### src/rtl/or1200_rf_pkg.sv
// Shared types and constants for the OR1200 multithreaded register-file writeback path.
package or1200_rf_pkg;

  localparam int RF_TW    = 3;
  localparam int RF_AW    = 5;
  localparam int RF_DW    = 32;
  localparam int RF_DEPTH = 4;

  localparam logic [RF_AW-1:0] R0 = '0;

  typedef struct packed {
    logic [RF_TW-1:0] thread;
    logic [RF_AW-1:0] addr;
    logic [RF_DW-1:0] data;
  } wb_entry_t;

endpackage

### src/rtl/or1200_rf_wb_fifo.sv
// Dual-push / dual-pop writeback queue with two head-peek outputs and synchronous flush.
// With OR1200_RF_WB_FWD_EN the storage and read pointer are exported for forwarding lookup.
module or1200_rf_wb_fifo
  import or1200_rf_pkg::*;
#(
  parameter int DEPTH = RF_DEPTH
) (
  input  logic                     clk,
  input  logic                     rst,
  input  logic                     i_flush,
  input  logic                     i_push_vld,
  input  wb_entry_t                i_push_dat,
  input  logic                     i_push2_vld,
  input  wb_entry_t                i_push2_dat,
  input  logic [1:0]               i_pop_cnt,
  output wb_entry_t                o_head_dat,
  output wb_entry_t                o_next_dat,
  output logic [$clog2(DEPTH):0]   o_count
`ifdef OR1200_RF_WB_FWD_EN
  ,
  output wb_entry_t                o_mem [DEPTH],
  output logic [$clog2(DEPTH)-1:0] o_rd_ptr
`endif
);

  localparam int PW = $clog2(DEPTH);

  wb_entry_t       r_mem [DEPTH];
  logic [PW-1:0]   r_rd_ptr;
  logic [PW-1:0]   r_wr_ptr;
  logic [PW:0]     r_count;
  logic [PW-1:0]   w_wr_idx2;

  // Lane 2 lands right behind lane 1, or in lane 1's slot when lane 1 is idle.
  assign w_wr_idx2 = r_wr_ptr + PW'(i_push_vld);

  always_ff @(posedge clk) begin
    if (i_push_vld)  r_mem[r_wr_ptr]  <= i_push_dat;
    if (i_push2_vld) r_mem[w_wr_idx2] <= i_push2_dat;
  end

  always_ff @(posedge clk) begin
    if (rst || i_flush) begin
      r_rd_ptr <= '0;
      r_wr_ptr <= '0;
      r_count  <= '0;
    end else begin
      r_wr_ptr <= r_wr_ptr + PW'(i_push_vld) + PW'(i_push2_vld);
      r_rd_ptr <= r_rd_ptr + PW'(i_pop_cnt);
      r_count  <= r_count + (PW+1)'(i_push_vld) + (PW+1)'(i_push2_vld)
                  - (PW+1)'(i_pop_cnt);
    end
  end

  assign o_head_dat = r_mem[r_rd_ptr];
  assign o_next_dat = r_mem[r_rd_ptr + PW'(1)];
  assign o_count    = r_count;

`ifdef OR1200_RF_WB_FWD_EN
  assign o_mem    = r_mem;
  assign o_rd_ptr = r_rd_ptr;
`endif

endmodule

### src/rtl/or1200_rf_wb_ctrl.sv
// Writeback controller: queues lane results and drives both RF write ports, pairing same-thread writes.
// Optional forwarding lookup over pending writes is enabled by defining OR1200_RF_WB_FWD_EN.
module or1200_rf_wb_ctrl
  import or1200_rf_pkg::*;
#(
  parameter int DEPTH = RF_DEPTH,
  parameter int AW    = RF_AW,
  parameter int DW    = RF_DW,
  parameter int TW    = RF_TW
) (
  input  logic                   clk,
  input  logic                   rst,
  input  logic                   res_valid,
  input  logic [TW-1:0]          res_thread,
  input  logic [AW-1:0]          res_addr,
  input  logic [DW-1:0]          res_data,
  input  logic                   res_valid2,
  input  logic [TW-1:0]          res_thread2,
  input  logic [AW-1:0]          res_addr2,
  input  logic [DW-1:0]          res_data2,
  output logic                   res_ready,
  input  logic                   wb_freeze,
  input  logic                   flushpipe,
  output logic                   we,
  output logic [AW-1:0]          addrw,
  output logic [DW-1:0]          dataw,
  output logic                   we2,
  output logic [AW-1:0]          addrw2,
  output logic [DW-1:0]          dataw2,
  output logic [TW-1:0]          current_thread_write,
  output logic [$clog2(DEPTH):0] pending,
  input  logic [TW-1:0]          fwd_thread,
  input  logic [AW-1:0]          fwd_addr,
  output logic                   fwd_hit,
  output logic [DW-1:0]          fwd_data
);

  localparam int PW = $clog2(DEPTH);

  wb_entry_t   w_in1, w_in2, w_head, w_next;
  logic        w_push1, w_push2;
  logic        w_issue, w_pair;
  logic [1:0]  w_pop_cnt;

  logic          r_we, r_we2;
  logic [AW-1:0] r_addrw, r_addrw2;
  logic [DW-1:0] r_dataw, r_dataw2;
  logic [TW-1:0] r_thread;

  assign w_in1 = '{thread: res_thread,  addr: res_addr,  data: res_data};
  assign w_in2 = '{thread: res_thread2, addr: res_addr2, data: res_data2};

  // Admission depends only on registered occupancy, so both lanes always fit.
  assign res_ready = (pending <= (PW+1)'(DEPTH - 2));
  assign w_push1   = res_valid  & res_ready & ~flushpipe & (res_addr  != R0);
  assign w_push2   = res_valid2 & res_ready & ~flushpipe & (res_addr2 != R0);

  assign w_issue   = ~wb_freeze & ~flushpipe & (pending != '0);
  assign w_pair    = w_issue & (pending >= (PW+1)'(2))
                   & (w_next.thread == w_head.thread)
                   & (w_next.addr   != w_head.addr);
  assign w_pop_cnt = w_pair ? 2'd2 : (w_issue ? 2'd1 : 2'd0);

`ifdef OR1200_RF_WB_FWD_EN
  wb_entry_t     w_mem [DEPTH];
  logic [PW-1:0] w_rd_ptr;
  logic [PW-1:0] w_idx;
`endif

  or1200_rf_wb_fifo #(.DEPTH(DEPTH)) u_fifo (
    .clk         (clk),
    .rst         (rst),
    .i_flush     (flushpipe),
    .i_push_vld  (w_push1),
    .i_push_dat  (w_in1),
    .i_push2_vld (w_push2),
    .i_push2_dat (w_in2),
    .i_pop_cnt   (w_pop_cnt),
    .o_head_dat  (w_head),
    .o_next_dat  (w_next),
    .o_count     (pending)
`ifdef OR1200_RF_WB_FWD_EN
    ,
    .o_mem       (w_mem),
    .o_rd_ptr    (w_rd_ptr)
`endif
  );

  always_ff @(posedge clk) begin
    if (rst) begin
      r_we     <= 1'b0;
      r_we2    <= 1'b0;
      r_addrw  <= '0;
      r_addrw2 <= '0;
      r_dataw  <= '0;
      r_dataw2 <= '0;
      r_thread <= '0;
    end else if (flushpipe) begin
      r_we  <= 1'b0;
      r_we2 <= 1'b0;
    end else if (!wb_freeze) begin
      r_we  <= w_issue;
      r_we2 <= w_pair;
      if (w_issue) begin
        r_addrw  <= w_head.addr;
        r_dataw  <= w_head.data;
        r_thread <= w_head.thread;
      end
      if (w_pair) begin
        r_addrw2 <= w_next.addr;
        r_dataw2 <= w_next.data;
      end
    end
  end

  assign we                   = r_we;
  assign we2                  = r_we2;
  assign addrw                = r_addrw;
  assign addrw2               = r_addrw2;
  assign dataw                = r_dataw;
  assign dataw2               = r_dataw2;
  assign current_thread_write = r_thread;

`ifdef OR1200_RF_WB_FWD_EN
  // Scan oldest to youngest so the last match seen is the youngest write.
  always_comb begin
    fwd_hit  = 1'b0;
    fwd_data = '0;
    w_idx    = '0;
    if (fwd_addr != R0) begin
      if (r_we && r_thread == fwd_thread && r_addrw == fwd_addr) begin
        fwd_hit  = 1'b1;
        fwd_data = r_dataw;
      end
      if (r_we2 && r_thread == fwd_thread && r_addrw2 == fwd_addr) begin
        fwd_hit  = 1'b1;
        fwd_data = r_dataw2;
      end
      for (int i = 0; i < DEPTH; i++) begin
        w_idx = w_rd_ptr + PW'(i);
        if (((PW+1)'(i) < pending) && (w_mem[w_idx].thread == fwd_thread)
            && (w_mem[w_idx].addr == fwd_addr)) begin
          fwd_hit  = 1'b1;
          fwd_data = w_mem[w_idx].data;
        end
      end
    end
  end
`else
  logic w_fwd_unused;
  assign w_fwd_unused = ^{fwd_thread, fwd_addr};
  assign fwd_hit      = 1'b0;
  assign fwd_data     = '0;
`endif

endmodule
### config.mk
export PLATFORM = sky130hd
export DESIGN_NAME = or1200_rf_wb_ctrl
export DESIGN_NICKNAME = d
export VERILOG_FILES = /design/src/rtl/or1200_rf_pkg.sv /design/src/rtl/or1200_rf_wb_fifo.sv /design/src/rtl/or1200_rf_wb_ctrl.sv
export SDC_FILE = /design/constraint.sdc
export NUM_CORES = 1
export LEC_CHECK = 0
export CAP_MARGIN = 20
export CORE_ASPECT_RATIO = 1.4
export CORE_MARGIN = 5
export CORE_UTILIZATION = 58
export CTS_CLUSTER_DIAMETER = 80
export DETAILED_ROUTE_END_ITERATION = 6
export GPL_ROUTABILITY_DRIVEN = 0
export GPL_TIMING_DRIVEN = 0
export HOLD_SLACK_MARGIN = 0.1
export PLACE_DENSITY_LB_ADDON = 0.25
export SLEW_MARGIN = 40
export SYNTH_ARGS = -nofsm -noshare
export SYNTH_HDL_FRONTEND = slang
export SYNTH_HIERARCHICAL = 1
export SYNTH_SLANG_ARGS = --single-unit
### constraint.sdc
create_clock -name clk -period 11.8 [get_ports clk]
set_clock_uncertainty 0.15 [all_clocks]
set_input_delay 1.77 -clock clk [delete_from_list [all_inputs] [get_ports clk]]
set_output_delay 1.77 -clock clk [all_outputs]
set_load 0.05 [all_outputs]
==> run metrics, run 1 <==
status finished clean; pins over their slew limit 0; Worst Setup Path Type input pin to flip-flop; All-Layer GR Usage 25.5%; initial antenna violation count 2; total number of vias 8,247; syn avg cell area 14.3 µm²; post-synthesis cell count 877; setup violators final 0; Critical Path Fanout Max 40; Post-Synth Adder-Cell Area 0.816%; mapped cell area 12,600 µm²; Max-Cap Viols 0; Hold Crit Depth 2; row cnt 63; via/cell ratio 5.93; Iter 0 DRT Violations 647; Pwr Total 2.01 mW; Synth Area in XOR/XNOR 1.10%; post-synthesis compound-gate area fraction 2.42%; CTS tree yes; CTS max path bufs 3; Final WS setup 6.64 ns; Post-synth top flop edfxtp_1; RSZ-0062 raised after global routing no; slew margin rel. 47.9%; hold path startpoint dataw[3]; Area Growth Syn to Fin 24.4%; Post-synth EDFFs 160; post-CTS resize count 0; total grt overflow 0; Final #Nets 1,211; worst r2r src u_fifo/r_rd_ptr[0]; Worst Reg-to-Reg Cells 15; Pleak 5.58 nW; vias in the first global route 8,860; r2r setup slk 7.21 ns; wire length per cell 22.9 µm; FF-to-FF End u_fifo/o_count[2]; min-delay worst type flip-flop to flip-flop; multiplexer share of the synthesized area 31.6%; Placed Cells 1,344; Yosys Warn Count 6; final period utilization 43.7%; number of remaining DRC errors 0; Final Non-Filler Cells 1,390; CTS sink cnt 246; Antenna Nets Post-Route 0; Core ar. 21,300 µm²; critical path arrival 5.14 ns; clk slew on worst S/H paths 0.06 ns; Least-Margin Pin Slew 0.781 ns; die outline area 24,800 µm²; # H-tree levels 1; final wirelength 31.9 mm; nature of the critical path startpoint input pin; cts hold-fix bufs 0; post-synthesis cell type count 37; Synth async-reset ratio 0%; post-route cell area 15,600 µm²; Post-Synth Simple-Gate Area 7.08%; I/O Buffers 168; Hold Vio Cnt, Final 0; hpwl dp 21.8 mm; largest family of logic cells by synthesized area multiplexers; FF+latch count, synth 246; Placement Setup Slack 6.12 ns; total setup buffers inserted after CTS 0; IO Count 210; PwrDens 128 nW/µm²; DIE WIDTH 134 µm; WP data required 11.78 ns; CTS buffer count 24; setup TNS 0 ns; fmax 0.194 GHz; Cell Area, Placed 14,800 µm²; CP endpoint kind flip-flop; Final min period 5.16 ns; Worst VDD drop 119 µV; share of layout cells above drive strength 1 28.4%; first-pass iteration count of the detailed router 5; Root Driver clkbuf_16; Hold EP dataw[3]; first-pass GRT wire length 48.3 mm; largest net degree at the start of global routing 41; post-synthesis sequential area ratio 51.9%; Starting Density 59.1%; Skew-Pair Late Insertion Delay 0.51 ns; Die H 184 µm
-- how the worst max path moves through the flow --
stage               cells past startpoint                   to  slack, ns         from
floorplan                               4   u_fifo/r_mem[0][0]       6.05    flushpipe
detailed placement                      8  u_fifo/r_mem[1][13]       6.12  res_addr[1]
global placement                        5  u_fifo/r_mem[0][13]       2.39    flushpipe
CTS                                     8  u_fifo/r_mem[1][13]       6.65  res_addr[1]
global route                            8  u_fifo/r_mem[1][21]       6.53  res_addr[1]
finish                                  8  u_fifo/r_mem[1][13]       6.64  res_addr[1]
-- through the flow --
step,util (%),hold WS (ns)
6_report,73.5,0.303
5_1_grt,73.5,0.329
4_1_cts,73.5,0.306
3_5_place_dp,69.8,0.297
3_3_place_gp,69.1,0.292
2_1_floorplan,-,0.387
-- worst max-delay path, stage by stage --
cell and delay, ns:
clkdlybuf4s50_1 0.49, or3_1 0.46, o311a_1 0.43, ha_1 0.30
xor2_2 0.21, nor2_1 0.38, buf_2 0.40, a31o_4 0.67
-- registers in the layout, summed over array words and instances, names as in the netlist, 3 cells and up --
signal	count
addrw	5
addrw2	5
u_fifo/o_count	3
current_thread_write	3
u_fifo/r_mem	160
dataw	32
dataw2	32
-- area by class of cell --
cell class,count,area [µm²]
buffer,94,612
sequential,246,6530
inverter,6,22.5
tap,260,325
timing repair buffer,175,1790
clock buffer,36,727
multi-input combinational,563,5570
fill,1429,5640
antenna,2,5.00
clock inverter,8,61.3
-- cells by family (layout without fill, tap and decap cells) --
kind of cell / Yosys count / count (layout)
AO/OA/AOI/OAI: 53 / 53
XOR/XNOR: 15 / 15
adder cells (fa/ha/maj): 7 / 7
buffers and inverters: 100 / 319
flip-flops: 246 / 246
multiplexers: 277 / 277
other: 1 / 35
AND/OR/NAND/NOR: 178 / 178
-- placed cells by master, fill, tap and decap left out, drive strengths merged --
master / instances
a21oi: 42
fa: 2
or2b: 1
ha: 5
clkinv: 7
edfxtp: 160
a211o: 1
clkdlybuf4s50: 168
a31o: 2
o21ai: 2
diode: 2
and2: 5
dfxtp: 86
buf: 85
conb: 33
mux2: 160
mux4: 80
o2111ai: 1
nand2b: 74
or3: 2
nor2b: 2
bufinv: 1
a211oi: 1
inv: 6
o31a: 1
xnor2: 7
nor3: 5
mux2i: 37
o31ai: 1
nor2: 5
nand2: 84
xor2: 8
o311a: 2
clkbuf: 52
-- power by group --
part / total, mW / internal (mW) / leakage (nW) / switching (mW)
registers: 0.973 / 0.956 / 2.16 / 0.0165
clock network: 0.762 / 0.446 / 0.392 / 0.316
logic: 0.271 / 0.125 / 3.03 / 0.147
-- synth_stat cells (7+ instances only) --
cell type	n	area share (%)
mux2_1	50	4.5
a21oi_1	42	1.7
clkbuf_1	16	0.48
nand2b_1	74	3.7
edfxtp_1	160	38
mux2_2	110	9.9
mux2i_1	37	2.9
buf_4	38	2.3
mux4_2	80	14
xnor2_1	7	0.49
dfxtp_1	86	14
nand2_1	84	2.5
buf_2	35	1.4
xor2_1	7	0.49
-- layer usage --
metal | vias to the layer above | track usage, % | part of all wire [%]
met4 | 2 | 10.7 | 3.7
met5 | - | 0 | 0.041
met2 | 364 | 47.5 | 54
met1 | 4106 | 29.2 | 35
met3 | 85 | 3.58 | 6.5
li1 | 3690 | - | -
Note: power is estimated with default switching activity, not from simulation.
==> run 2, diff against run 1 <==
- CORE_UTILIZATION: 58 -> 49
- clock period: 11.8 -> 4.2 ns (I/O delays scaled with it)
==> run metrics, run 2 (synthesis results as in run 1) <==
worst r2r src u_fifo/r_rd_ptr[0]; Max-Cap Viols 0 (unchanged); CTS sink cnt 246 (unchanged); fmax 0.251 GHz; Skew-Pair Late Insertion Delay 0.52 ns (about the same); most common cell after layout, fill and taps aside clkdlybuf4s50_1; Least-Margin Pin Slew 0.782 ns (+0.000421 ns); first-pass iteration count of the detailed router 5 (unchanged); hpwl dp 22.6 mm (+3.5%); status finished clean; hold path startpoint dataw[0]; CP endpoint kind flip-flop; Critical Path Fanout Max 10 (-75%); slew margin rel. 47.9% (about the same); Seq pwr share 48.9% (+0.4 points); Largest register FFs 160 (unchanged); IO Count 210 (unchanged); Iter 0 DRT Violations 447 (-31%); first-pass GRT wire length 50.0 mm (+3.5%); pins over their slew limit 0 (unchanged); WP data required 4.45 ns (-7.33 ns); Final #Nets 1,211 (unchanged); largest net degree at the start of global routing 41 (unchanged); All-Layer GR Usage 22.2% (-3.3 points); Worst VDD drop 300 µV (+150%); Worst Reg-to-Reg Cells 15 (unchanged); nature of the critical path startpoint flip-flop; clk slew on worst S/H paths 0.06 ns (about the same); DIE WIDTH 145 µm (+8.1%); total number of vias 8,142 (-1.3%); via/cell ratio 5.62 (-5.4%); Antenna Nets Post-Route 0 (unchanged); Worst Setup Path Type flip-flop to flip-flop; Die H 200 µm (+8.3%); Comb pwr share 13.7% (+0.2 points); Clock power frac 37.3% (-0.7 points); Starting Density 49.5% (-9.5 points); post-route cell area 15,800 µm² (+0.78%); setup TNS 0 ns (unchanged); CTS max path bufs 3 (unchanged); die outline area 29,000 µm² (+17%); Pleak 5.57 nW (-0.15%); Layout fillers 2,002 (+40%); RSZ-0062 raised after global routing no; Placement Setup Slack -0.278 ns (-6.40 ns); Final min period 3.99 ns; Hold Vio Cnt, Final 0 (unchanged); final wirelength 32.9 mm (+3.3%); CTS tree yes; Net Sw Frac 24.2% (+0.38 points); Cell Area, Placed 14,900 µm² (+0.48%); Root Driver clkbuf_16; WHS 0.302 ns (-0.00108 ns); PwrDens 355 nW/µm² (+180%); final period utilization 94.9%; I/O Buffers 168 (unchanged); total grt overflow 0 (unchanged); Final WS setup 0.214 ns (-6.42 ns); number of remaining DRC errors 0 (unchanged); Core ar. 25,400 µm² (+19%); share of layout cells above drive strength 1 28.3% (-0.089 points); Area Growth Syn to Fin 25.3%; commonest non-fill, non-tap cells in the layout clkdlybuf4s50_1 (168), edfxtp_1 (160), mux2_2 (110); Hold Crit Depth 2 (unchanged); setup violators final 0 (unchanged); min-delay worst type flip-flop to flip-flop; # H-tree levels 1 (unchanged); Top reg by flops u_fifo/r_mem; row cnt 69 (+9.5%); critical path arrival 4.23 ns (-0.91 ns); design internal power 4.23 mW (+180%); vias in the first global route 8,685 (-2.0%); wire length per cell 22.7 µm (-0.93%); Switch Pwr 1.36 mW (+180%); CP startpoint u_fifo/r_rd_ptr[0]; total setup buffers inserted after CTS 0 (unchanged); CTS buffer count 25 (+4.2%); initial antenna violation count 4 (+2)
==> run 2: cell count changes in the layout (fill, tap and decap cells not counted), sizes merged <==
| cell | previous run | this run |
|---|---|---|
| clkinvlp | 0 | 1 |
| diode | 2 | 3 |
| clkbuf | 52 | 59 |
| buf | 85 | 84 |
| bufinv | 1 | 0 |
| clkinv | 7 | 1 |
==> run 2: path summary, 6_finish.rpt <==
path	endpoint	slack, ns
max reg2reg	u_fifo/o_count[2]	0.21
min reg2reg	dataw[0]	0.30
max	u_fifo/o_count[2]	0.21
min	dataw[0]	0.30
==> run 2: timing repair <==
item | CTS | global route
endpoints found under the setup margin | 2 | 2
hold buffers | 0 | 0
gates resized for setup | 8 | 14
endpoints found under the hold margin | 0 | 0
==> run 2: cell type report <==
cell class | count | area, µm² | share of cell area, %
Sequential cell | 246 | 6530 | 41.4
Multi-Input combinational cell | 563 | 5600 | 35.5
Timing Repair Buffer | 174 | 1780 | 11.3
Clock buffer | 43 | 743 | 4.72
Buffer | 94 | 671 | 4.25
Tap cell | 319 | 399 | 2.53
Inverter | 6 | 22.5 | 0.143
Clock inverter | 2 | 12.5 | 0.0794
Antenna cell | 3 | 7.51 | 0.0476
==> run 2: routing by layer <==
| metal | part of all wire, % | wire [µm] | GRT usage [%] |
|---|---|---|---|
| met2 | 54 | 17800 | 41.9 |
| met5 | 0.10 | 34 | 0 |
| met4 | 2.3 | 756 | 6.60 |
| met1 | 38 | 12600 | 25.7 |
| met3 | 5.4 | 1770 | 4.15 |
==> run 2: worst max-delay path: stages, from the launching register on <==
cell      delay, ns
dfxtp_1        0.33
clkbuf_4       0.23
buf_12         0.18
mux4_2         0.53
xor2_1         0.20
nor3_1         0.08
a211o_1        0.28
buf_6          0.16
buf_12         0.16
and2_1         0.16
ha_1           0.27
inv_1          0.04
fa_1           0.39
fa_1           0.45
xnor2_1        0.17
nor3_1         0.06
==> run 2: power by group through the flow <==
stage	clock network [mW]	registers (mW)	logic [mW]
floorplan	0	2.83	0.433
global placement	0	2.78	0.734
detailed placement	0	2.78	0.760
CTS	2.13	2.73	0.764
global route	2.23	2.74	0.814
finish	2.09	2.73	0.767
==> run 2: metrics by stage <==
step | utilization [%] | cells | total power, mW
2_1_floorplan | - | 909 | 3.26
3_3_place_gp | 58.2 | 1396 | 3.52
3_5_place_dp | 58.8 | 1402 | 3.54
4_1_cts | 61.8 | 1447 | 5.63
5_1_grt | 62.1 | 1449 | 5.79
6_report | 62.1 | 1450 | 5.59
==> run 3, diff against run 2 <==
- CORE_UTILIZATION: 49 -> 45
- PLACE_DENSITY: unset -> 0.69
- PLACE_DENSITY_LB_ADDON: 0.25 -> unset
==> run metrics, run 3 (synthesis results as in run 1) <==
Root Driver clkbuf_16; initial antenna violation count 4 (unchanged); Hold Crit Depth 2 (unchanged); RSZ-0062 raised after global routing no; Net Sw Frac 23.9% (-0.35 points); setup violators final 0 (unchanged); most common cell after layout, fill and taps aside clkdlybuf4s50_1; clk slew on worst S/H paths 0.06 ns (about the same); row cnt 72 (+4.3%); final period utilization 95.3% (+0.42 points); wire length per cell 22.2 µm (-2.3%); FF-to-FF End u_fifo/o_count[2]; PwrDens 361 nW/µm² (+1.8%); largest net degree at the start of global routing 41 (unchanged); Least-Margin Pin Slew 0.795 ns (+0.0135 ns); die outline area 31,400 µm² (+8.4%); Worst Reg-to-Reg Cells 15 (unchanged); Max-Cap Viols 0 (unchanged); post-route cell area 15,900 µm² (+0.87%); Pwr Total 5.74 mW (+2.6%); CTS max path bufs 3 (unchanged); WP data required 4.43 ns (-0.02 ns); DIE WIDTH 151 µm (+4.1%); CP endpoint kind flip-flop; Skew-Pair Late Insertion Delay 0.51 ns (about the same); pins over their slew limit 0 (unchanged); Placement Setup Slack -0.303 ns (-0.0247 ns); Die H 208 µm (+4.1%); Core ar. 27,700 µm² (+9.0%); vias in the first global route 8,705 (+0.23%); final core occ 57.5% (-4.6 points); Critical Path Fanout Max 10 (unchanged); Comb pwr share 13.4% (-0.3 points); total setup buffers inserted after CTS 0 (unchanged); Starting Density 45.5% (-4.1 points); Switch Pwr 1.37 mW (+1.2%); cts hold-fix bufs 0 (unchanged); Worst Setup Path Type flip-flop to flip-flop; critical path arrival 4.24 ns (about the same); total grt overflow 0 (unchanged); share of layout cells above drive strength 1 28.6% (+0.35 points); Area Growth Syn to Fin 26.4%; total number of vias 8,013 (-1.6%); worst r2r src u_fifo/r_rd_ptr[0]; first-pass iteration count of the detailed router 5 (unchanged); Pleak 5.62 nW (+0.76%); Final min period 4.00 ns (+0.0176 ns); IO Count 210 (unchanged); Hold Vio Cnt, Final 0 (unchanged); number of remaining DRC errors 0 (unchanged); Worst VDD drop 281 µV (-6.3%); final wirelength 33.3 mm (+1.1%); fmax 0.250 GHz (-0.44%); CTS tree yes; # H-tree levels 1 (unchanged); commonest non-fill, non-tap cells in the layout clkdlybuf4s50_1 (168), edfxtp_1 (160), mux2_2 (110); Final #Nets 1,211 (unchanged); CP startpoint u_fifo/r_rd_ptr[0]; status finished clean; Cell Area, Placed 15,000 µm² (+0.65%); CTS buffer count 24 (-4.0%); Iter 0 DRT Violations 415 (-7.2%); design internal power 4.37 mW (+3.1%); nature of the critical path startpoint flip-flop; slew margin rel. 47.0% (-0.90 points); min-delay worst type flip-flop to flip-flop; All-Layer GR Usage 21.1% (-1.2 points); first-pass GRT wire length 50.5 mm (+0.87%); Final WS setup 0.196 ns (-0.0176 ns); r2r setup slk 0.20 ns (-0.02 ns); Largest register FFs 160 (unchanged); CTS sink cnt 246 (unchanged); Seq pwr share 47.6% (-1.3 points); Setup crit end u_fifo/o_count[2]; hpwl dp 23.3 mm (+2.9%); Antenna Nets Post-Route 0 (unchanged); setup TNS 0 ns (unchanged); I/O Buffers 168 (unchanged); via/cell ratio 5.34 (-4.9%); Clock power frac 38.9% (+1.6 points); Top reg by flops u_fifo/r_mem
## run 3: cell count changes in the layout (fill, tap and decap cells not counted), sizes merged
cell / previous run / this run
clkbuf: 59 / 47
clkinv: 1 / 8
bufinv: 0 / 3
buf: 84 / 86
diode: 3 / 2
## run 3: repair_timing
item,4_1_cts,5_1_grt
setup endpoints to repair,2,2
gates cloned,0,0
gates resized for setup,6,16
hold endpoints to repair,0,0
## run 3: power by group through the flow
stage / clock network [mW] / logic, mW / registers, mW
after floorplan: 0 / 0.433 / 2.83
after global placement: 0 / 0.738 / 2.78
after detailed placement: 0 / 0.768 / 2.78
after CTS: 2.28 / 0.773 / 2.73
after global routing: 2.38 / 0.820 / 2.74
final: 2.23 / 0.771 / 2.73
## run 3: final cells by class
class | instances | area (µm²)
diodes | 2 | 5.00
plain buffers | 94 | 674
clock buffers | 32 | 682
clock inverters | 12 | 135
fillers | 2270 | 11800
inverters | 6 | 22.5
multi-input cells | 563 | 5570
flip-flops and latches | 246 | 6530
well taps | 370 | 463
repair buffers | 175 | 1820
## run 3: per-layer routing
layer | share of wire, % | track usage, % | vias up
met4 | 2.0 | 5.57 | 4
met2 | 55 | 39.9 | 242
li1 | - | - | 3697
met3 | 4.4 | 2.66 | 45
met5 | 0.10 | 0 | -
met1 | 38 | 24.5 | 4025
## run 3: critical path, cell delays in order, from the launching register on
cell	delay, ns
dfxtp_1	0.33
buf_4	0.20
buf_6	0.18
mux4_2	0.34
xnor2_1	0.27
o2111ai_1	0.23
a211o_1	0.29
buf_6	0.16
buf_12	0.16
and2_1	0.16
ha_1	0.27
inv_1	0.05
fa_1	0.39
fa_1	0.46
xnor2_1	0.18
nor3_1	0.06
## run 3: how the worst min path moves through the flow
stage | slack [ns] | end | startpoint
floorplan | 0.39 | u_fifo/r_rd_ptr[0] | u_fifo/r_rd_ptr[0]
global placement | 0.29 | current_thread_write[1] | current_thread_write[1]
detailed placement | 0.30 | dataw[16] | dataw[16]
CTS | 0.31 | dataw[16] | dataw[16]
global route | 0.32 | dataw[4] | dataw[4]
finish | 0.30 | dataw[3] | dataw[3]
## run 3: metrics by stage
stage	cells	hold WS, ns
after floorplan	909	0.387
after global placement	1447	0.294
after detailed placement	1454	0.298
after CTS	1498	0.307
after global routing	1500	0.323
final	1500	0.305
